--- config.mk ---
export PLATFORM = sky130hd
export DESIGN_NAME = transducer_array_fire
export DESIGN_NICKNAME = d
export VERILOG_FILES = /design/src/rtl/transducer_fire_pkg.sv /design/src/rtl/transducer_channel_timer.sv /design/src/rtl/transducer_array_fire.sv
export SDC_FILE = /design/constraint.sdc
export NUM_CORES = 2
export LEC_CHECK = 0
export CAP_MARGIN = 20
export CORE_MARGIN = 5
export CORE_UTILIZATION = 65
export CTS_BUF_LIST = sky130_fd_sc_hd__clkbuf_8
export DETAILED_ROUTE_END_ITERATION = 16
export PLACE_DENSITY_LB_ADDON = 0.15
export REMOVE_ABC_BUFFERS = 1
export SYNTH_ARGS = -nofsm -noshare
export SYNTH_HDL_FRONTEND = slang
export SYNTH_SLANG_ARGS = --single-unit
--- constraint.sdc ---
create_clock -name clk -period 9.3 [get_ports clk]
set_input_delay 1.86 -clock clk [delete_from_list [all_inputs] [get_ports clk]]
set_output_delay 1.86 -clock clk [all_outputs]
set_load 0.03 [all_outputs]
--- src/rtl/transducer_fire_pkg.sv ---
// transducer_fire_pkg: shared state encoding, default widths and charge clamp for the array pulser
package transducer_fire_pkg;
  typedef enum logic [1:0] {IDLE, ARMED, FIRING, DONE} fireStateT;
  localparam int DEF_NUM_CH = 8;
  localparam int DEF_CT_W = 9;
  localparam int DEF_PD_W = 16;
  localparam int DEF_FD_W = 32;
  localparam int DEF_MAX_CHARGE = 400;
  function automatic logic [15:0] clampCt(input logic [15:0] c, input logic [15:0] lim);
    return (c > lim) ? lim : c;
  endfunction
endpackage

--- src/rtl/transducer_channel_timer.sv ---
// transducer_channel_timer: per-channel delay/charge counters; PULSE_BURST_EN adds repeated pulses
module transducer_channel_timer #(
  parameter int PD_W = 33,
  parameter int CT_W = 9
) (
  input  logic            clk,
  input  logic            load,
  input  logic            run,
  input  logic            clear,
  input  logic            mask,
  input  logic [PD_W-1:0] pdIn,
  input  logic [CT_W-1:0] ctIn,
`ifdef PULSE_BURST_EN
  input  logic [7:0]      burstIn,
  input  logic [15:0]     gapIn,
`endif
  output logic            pulse,
  output logic            done
);
  logic [PD_W-1:0] pd;
  logic [CT_W-1:0] ct;
`ifdef PULSE_BURST_EN
  logic [CT_W-1:0] ctLoad;
  logic [7:0] left;
  logic [15:0] gap;
`endif
  always_ff @(posedge clk) begin
    if (clear) begin
      pd <= '0;
      ct <= '0;
      pulse <= 1'b0;
      done <= 1'b0;
`ifdef PULSE_BURST_EN
      ctLoad <= '0;
      left <= '0;
      gap <= '0;
`endif
    end else if (load) begin
      pd <= pdIn;
      ct <= ctIn;
      pulse <= 1'b0;
      done <= !mask;
`ifdef PULSE_BURST_EN
      ctLoad <= ctIn;
      left <= (burstIn == 8'd0) ? 8'd1 : burstIn;
      gap <= gapIn;
`endif
    end else if (run && !done) begin
      if (pd != '0) pd <= pd - PD_W'(1);
      else if (ct != '0) begin
        pulse <= 1'b1;
        ct <= ct - CT_W'(1);
      end
`ifdef PULSE_BURST_EN
      // the cycle that ends a pulse is already the first gap cycle
      else if (left > 8'd1 && ctLoad != '0) begin
        left <= left - 8'd1;
        pulse <= (gap == 16'd0);
        ct <= (gap == 16'd0) ? ctLoad - CT_W'(1) : ctLoad;
        pd <= (gap == 16'd0) ? '0 : PD_W'(gap) - PD_W'(1);
      end
`endif
      else begin
        pulse <= 1'b0;
        done <= 1'b1;
      end
    end
  end
endmodule

--- src/rtl/transducer_array_fire.sv ---
// transducer_array_fire: arms, fires and aborts NUM_CH phased charge pulses; PULSE_BURST_EN enables bursts
module transducer_array_fire
  import transducer_fire_pkg::*;
#(
  parameter int NUM_CH = DEF_NUM_CH,
  parameter int CT_W = DEF_CT_W,
  parameter int PD_W = DEF_PD_W,
  parameter int FD_W = DEF_FD_W,
  parameter int MAX_CHARGE = DEF_MAX_CHARGE
) (
  input  logic                   clk,
  input  logic                   rst,
  input  logic                   isActive,
  input  logic                   onYourMark,
  input  logic                   goTrigger,
  input  logic [NUM_CH-1:0]      channelMask,
  input  logic [NUM_CH*CT_W-1:0] chargeTime,
  input  logic [NUM_CH*PD_W-1:0] phaseDelay,
  input  logic [FD_W-1:0]        fireDelay,
`ifdef PULSE_BURST_EN
  input  logic [7:0]             burstCount,
  input  logic [15:0]            burstGap,
`endif
  output logic [NUM_CH-1:0]      transducerOutput,
  output logic                   fireComplete,
  output logic                   busy,
  output logic                   aborted
);
  localparam int PW = FD_W + 1;
  fireStateT state, nextState;
  logic [NUM_CH-1:0] doneV;
  logic abort, load, run, clear, allDone;
  assign allDone = &doneV;
  assign load = isActive && state == IDLE && onYourMark;
  assign run = state == FIRING && onYourMark;
  assign clear = rst || !isActive || abort;
  assign busy = state == ARMED || state == FIRING;
  always_ff @(posedge clk) begin
    state <= (rst || !isActive) ? IDLE : nextState;
    fireComplete <= !rst && (!isActive || nextState == DONE);
    aborted <= !rst && isActive && abort;
  end
  always_comb begin
    nextState = state;
    abort = 1'b0;
    case (state)
      IDLE: if (onYourMark) nextState = goTrigger ? FIRING : ARMED;
      ARMED: nextState = !onYourMark ? IDLE : goTrigger ? FIRING : ARMED;
      FIRING: begin
        abort = !onYourMark;
        nextState = !onYourMark ? IDLE : allDone ? DONE : FIRING;
      end
      DONE: if (!onYourMark) nextState = IDLE;
      default: nextState = IDLE;
    endcase
  end
  for (genvar i = 0; i < NUM_CH; i++) begin : g_ch
    logic [PW-1:0] pdIn;
    logic [CT_W-1:0] ctIn;
    assign pdIn = PW'(phaseDelay[i*PD_W +: PD_W]) + PW'(fireDelay);
    assign ctIn = CT_W'(clampCt(16'(chargeTime[i*CT_W +: CT_W]), 16'(MAX_CHARGE)));
    transducer_channel_timer #(.PD_W(PW), .CT_W(CT_W)) u_timer (
      .clk(clk),
      .load(load),
      .run(run),
      .clear(clear),
      .mask(channelMask[i]),
      .pdIn(pdIn),
      .ctIn(ctIn),
`ifdef PULSE_BURST_EN
      .burstIn(burstCount),
      .gapIn(burstGap),
`endif
      .pulse(transducerOutput[i]),
      .done(doneV[i])
    );
  end
endmodule
==> key figures <==
Run status
  • Status: completed

GRT
  • Total GRT Usage: 0.3755
  • Gr ovfl total: 0
  • First-pass GRT wire length: 137,200 µm
  • Number of global-route vias before repair: 26,540
  • Largest net degree at the start of global routing: 120
  • Initial antenna violation count: 3

Clock network
  • TritonCTS clock tree: yes
  • CTS HTree Levels: 3
  • Clk Latency, worst-skew pair: 0.62 ns
  • CTS resizes: 0
  • Num Clock Sinks: 356
  • Worst-path clk slew: 0.06 ns
  • # Post-CTS Setup Buffers: 0
  • TritonCTS buffer count: 66
  • Max Root-Sink Buffers: 3
  • Clock tree root driver cell: clkbuf_8
  • Hold-fix buffers at CTS: 0

Drt
  • Iter 0 DRT Violations: 2,948
  • Avg Vias per Cell: 6.653
  • Remaining antenna violation count after routing: 0
  • Final wirelength: 88,890 µm
  • TritonRoute pass-1 iters: 6
  • Vias post-DR: 27,640
  • Drt wl/cell: 21.39 µm
  • DRC viols: 0

Run
  • Max-cap violations: 0

Worst setup path
  • FF-to-FF Start: state[0]$_SDFF_PN0_
  • Critical path type: input pin to flop
  • Reg2Reg Capture Point: g_ch[6].u_timer.pd[31]$_SDFFE_PP0P_
  • CP startpoint kind: input pin
  • WP data required: 9.80 ns
  • Critical Path Fanout Max: 15
  • Crit-path cells: clkdlybuf4s50_1, buf_4, fa_1, a211o_1, a2111oi_0, o31ai_1, a21oi_1, o2111a_1, nor2_1, nand2_1, or3b_2
  • Worst EP arrival: 6.09 ns
  • FF-to-FF path depth: 9
  • Setup slack, reg-to-reg: 5.57 ns
  • Worst Setup End Kind: flop
  • Max incr delay on CP: 0.74 ns
  • Slowest CP cell: clkdlybuf4s50_1

Finish
  • Ant. Diodes: 0
  • Sequential Area: 7127 µm²
  • Share of layout cells above drive strength 1: 0.05124
  • Finished Cell Area: 30,650 µm²
  • Multi-input logic area: 18,470 µm²
  • Area growth syn-to-layout: 16.12%
  • Fillers: 3,024
  • Final net count: 3,995
  • Final Core Density: 0.7680

Floorplanning
  • Starting Density: 0.6614
  • Site row count: 73
  • Core box area: 39,910 µm²
  • DIE HEIGHT: 211.5 µm
  • Die X: 211.5 µm
  • Ports: 256
  • Die area: 44,740 µm²

Synthesis
  • Post-synth ARST share: 0
  • Leading area contributor after synthesis: dfxtp_1
  • Sequential element share of the synthesized area: 0.2700
  • Post-Syn Instances: 3,378
  • Unique masters post-synth: 86
  • Area fraction of the dominant cell type after synthesis: 0.2700
  • Synth warn: 0
  • Synth Flop Type: dfxtp_1
  • Count leader, synth: dfxtp_1
  • Ranking of synthesized cells by area: dfxtp_1 27%, xnor2_1 7.9%, ha_1 7.4%
  • Post-synth top cells: 356 x dfxtp_1, 340 x nor2_1, 262 x a21oi_1, 239 x xnor2_1, 219 x nand2_1
  • Synthesized area per cell: 7.815 µm²
  • Mapped cell area: 26,400 µm²
  • Yosys reg bits: 356
  • Post-synth EDFFs: 0

Pwr
  • Lkg Pwr: 0.01195 µW
  • IR drop worst, VDD: 0.00009201 V
  • Total design power: 4356 µW
  • Cell Pwr Density: 142.1 nW/µm²

Hold path
  • WHS Path Cells: 2
  • Worst Hold Path EP: g_ch[1].u_timer.ct[4]$_SDFFE_PP0P_
  • HP Start: g_ch[1].u_timer.ct[4]$_SDFFE_PP0P_
  • Hold crit path type: flop to flop

STA
  • Fin Hold WS: 0.4748 ns
  • Fin. max-slew vios: 0
  • Final Hold Viols: 0
  • Unrepaired setup endpoints after global routing: false
  • Fmax: 178.8 MHz
  • Slew headroom: 0.2155
  • Layout Skew: 0.02760 ns
  • Worst Max-Slew Pin Slew: 1.177 ns
  • Final period utilization: 0.6015
  • Setup-failing EPs final: 0
  • Final Critical Period: 5.594 ns

Placement
  • Routability Congestion: 1.007
  • Placed Instance Area: 29,320 µm²
  • Final HPWL DP: 61,580 µm
  • Number of port buffers: 255
## placed cells by master, fill, tap and decap left out, drive strengths merged, types with 19 or more instances in the layout
| cell type | Yosys | final |
|---|---|---|
| dfxtp | 356 | 356 |
| nor2 | 341 | 341 |
| a21oi | 262 | 262 |
| clkdlybuf4s50 | 0 | 255 |
| xnor2 | 239 | 239 |
| nand2 | 219 | 219 |
| xor2 | 217 | 217 |
| nor3 | 182 | 182 |
| o21ai | 167 | 167 |
| ha | 156 | 156 |
| a211oi | 116 | 116 |
| nand3 | 105 | 105 |
| inv | 67 | 89 |
| o22ai | 86 | 86 |
| clkbuf | 138 | 86 |
| nor4 | 78 | 78 |
| a21o | 59 | 59 |
| or3 | 58 | 58 |
| o211ai | 46 | 46 |
| buf | 18 | 39 |
| and3 | 37 | 37 |
| or4 | 37 | 37 |
| nand4 | 28 | 28 |
| nand2b | 27 | 27 |
| a31oi | 24 | 24 |
| a22oi | 22 | 22 |
| or2 | 22 | 22 |
| and2 | 22 | 22 |
| o21bai | 19 | 19 |
## flip-flops by register name, summed over array words and instances (netlist names)
register	count
g_ch.u_timer.ct	72
fireComplete	1
g_ch.u_timer.done	8
g_ch.u_timer.pulse	8
state	2
aborted	1
g_ch.u_timer.pd	264
## through the flow
step	setup WS, ns	instances	setup TNS, ns
6_report	3.706	4155	0
3_3_place_gp	3.171	4037	0
3_5_place_dp	3.057	4037	0
2_1_floorplan	-0.6160	3222	-19.11
5_1_grt	3.602	4155	0
4_1_cts	3.630	4149	0
## worst max path at each step
| stage | start | endpoint |
|---|---|---|
| detailed placement | fireDelay[1] | g_ch[0].u_timer.pd[24]$_SDFFE_PP0P_ |
| finish | fireDelay[1] | g_ch[5].u_timer.pd[18]$_SDFFE_PP0P_ |
| global placement | fireDelay[1] | g_ch[0].u_timer.pd[20]$_SDFFE_PP0P_ |
| CTS | fireDelay[1] | g_ch[0].u_timer.pd[24]$_SDFFE_PP0P_ |
| floorplan | isActive | g_ch[5].u_timer.pd[18]$_SDFFE_PP0P_ |
| global route | fireDelay[1] | g_ch[5].u_timer.pd[18]$_SDFFE_PP0P_ |
## logic make-up after synthesis
kind of cell,count (synthesis),share of synthesized area
flops,356,0.2700
fa+ha+maj,164,0.08001
simple gates,1241,0.2385
xor+xnor,456,0.1513
compound gates,931,0.2244
mux,7,0.002749
buf+inv,223,0.03308
## worst max-delay path, delay by kind of cell
family                   cells  cell delay, ns
AO/OA/AOI/OAI                5            1.83
adder cells (fa/ha/maj)      1            0.50
buffers and inverters        2            1.19
AND/OR/NAND/NOR              3            0.71
## layer usage
layer  up-vias  wire length (µm)  global-route usage
met3       358              9810             0.09040
li1      12840                 -                   -
met2      1529             39450              0.5996
met5         -                41                   0
met1     12910             34970              0.4811
met4         6              4622              0.1744
## power by group
part | internal [µW] | total [µW] | leakage, µW | switching [µW]
logic | 485 | 1200 | 0.00831 | 716
clock network | 832 | 1520 | 0.000751 | 691
registers | 1580 | 1630 | 0.00289 | 52.7
## area by class of cell
type | instances | share of cell area
clock buffers | 84 | 0.03772
clock inverters | 28 | 0.004572
inverters | 67 | 0.008204
multi-input cells | 2799 | 0.6025
flip-flops and latches | 356 | 0.2325
well taps | 525 | 0.02143
repair buffers | 296 | 0.09307
No activity file was read; power rests on OpenSTA's default activity.
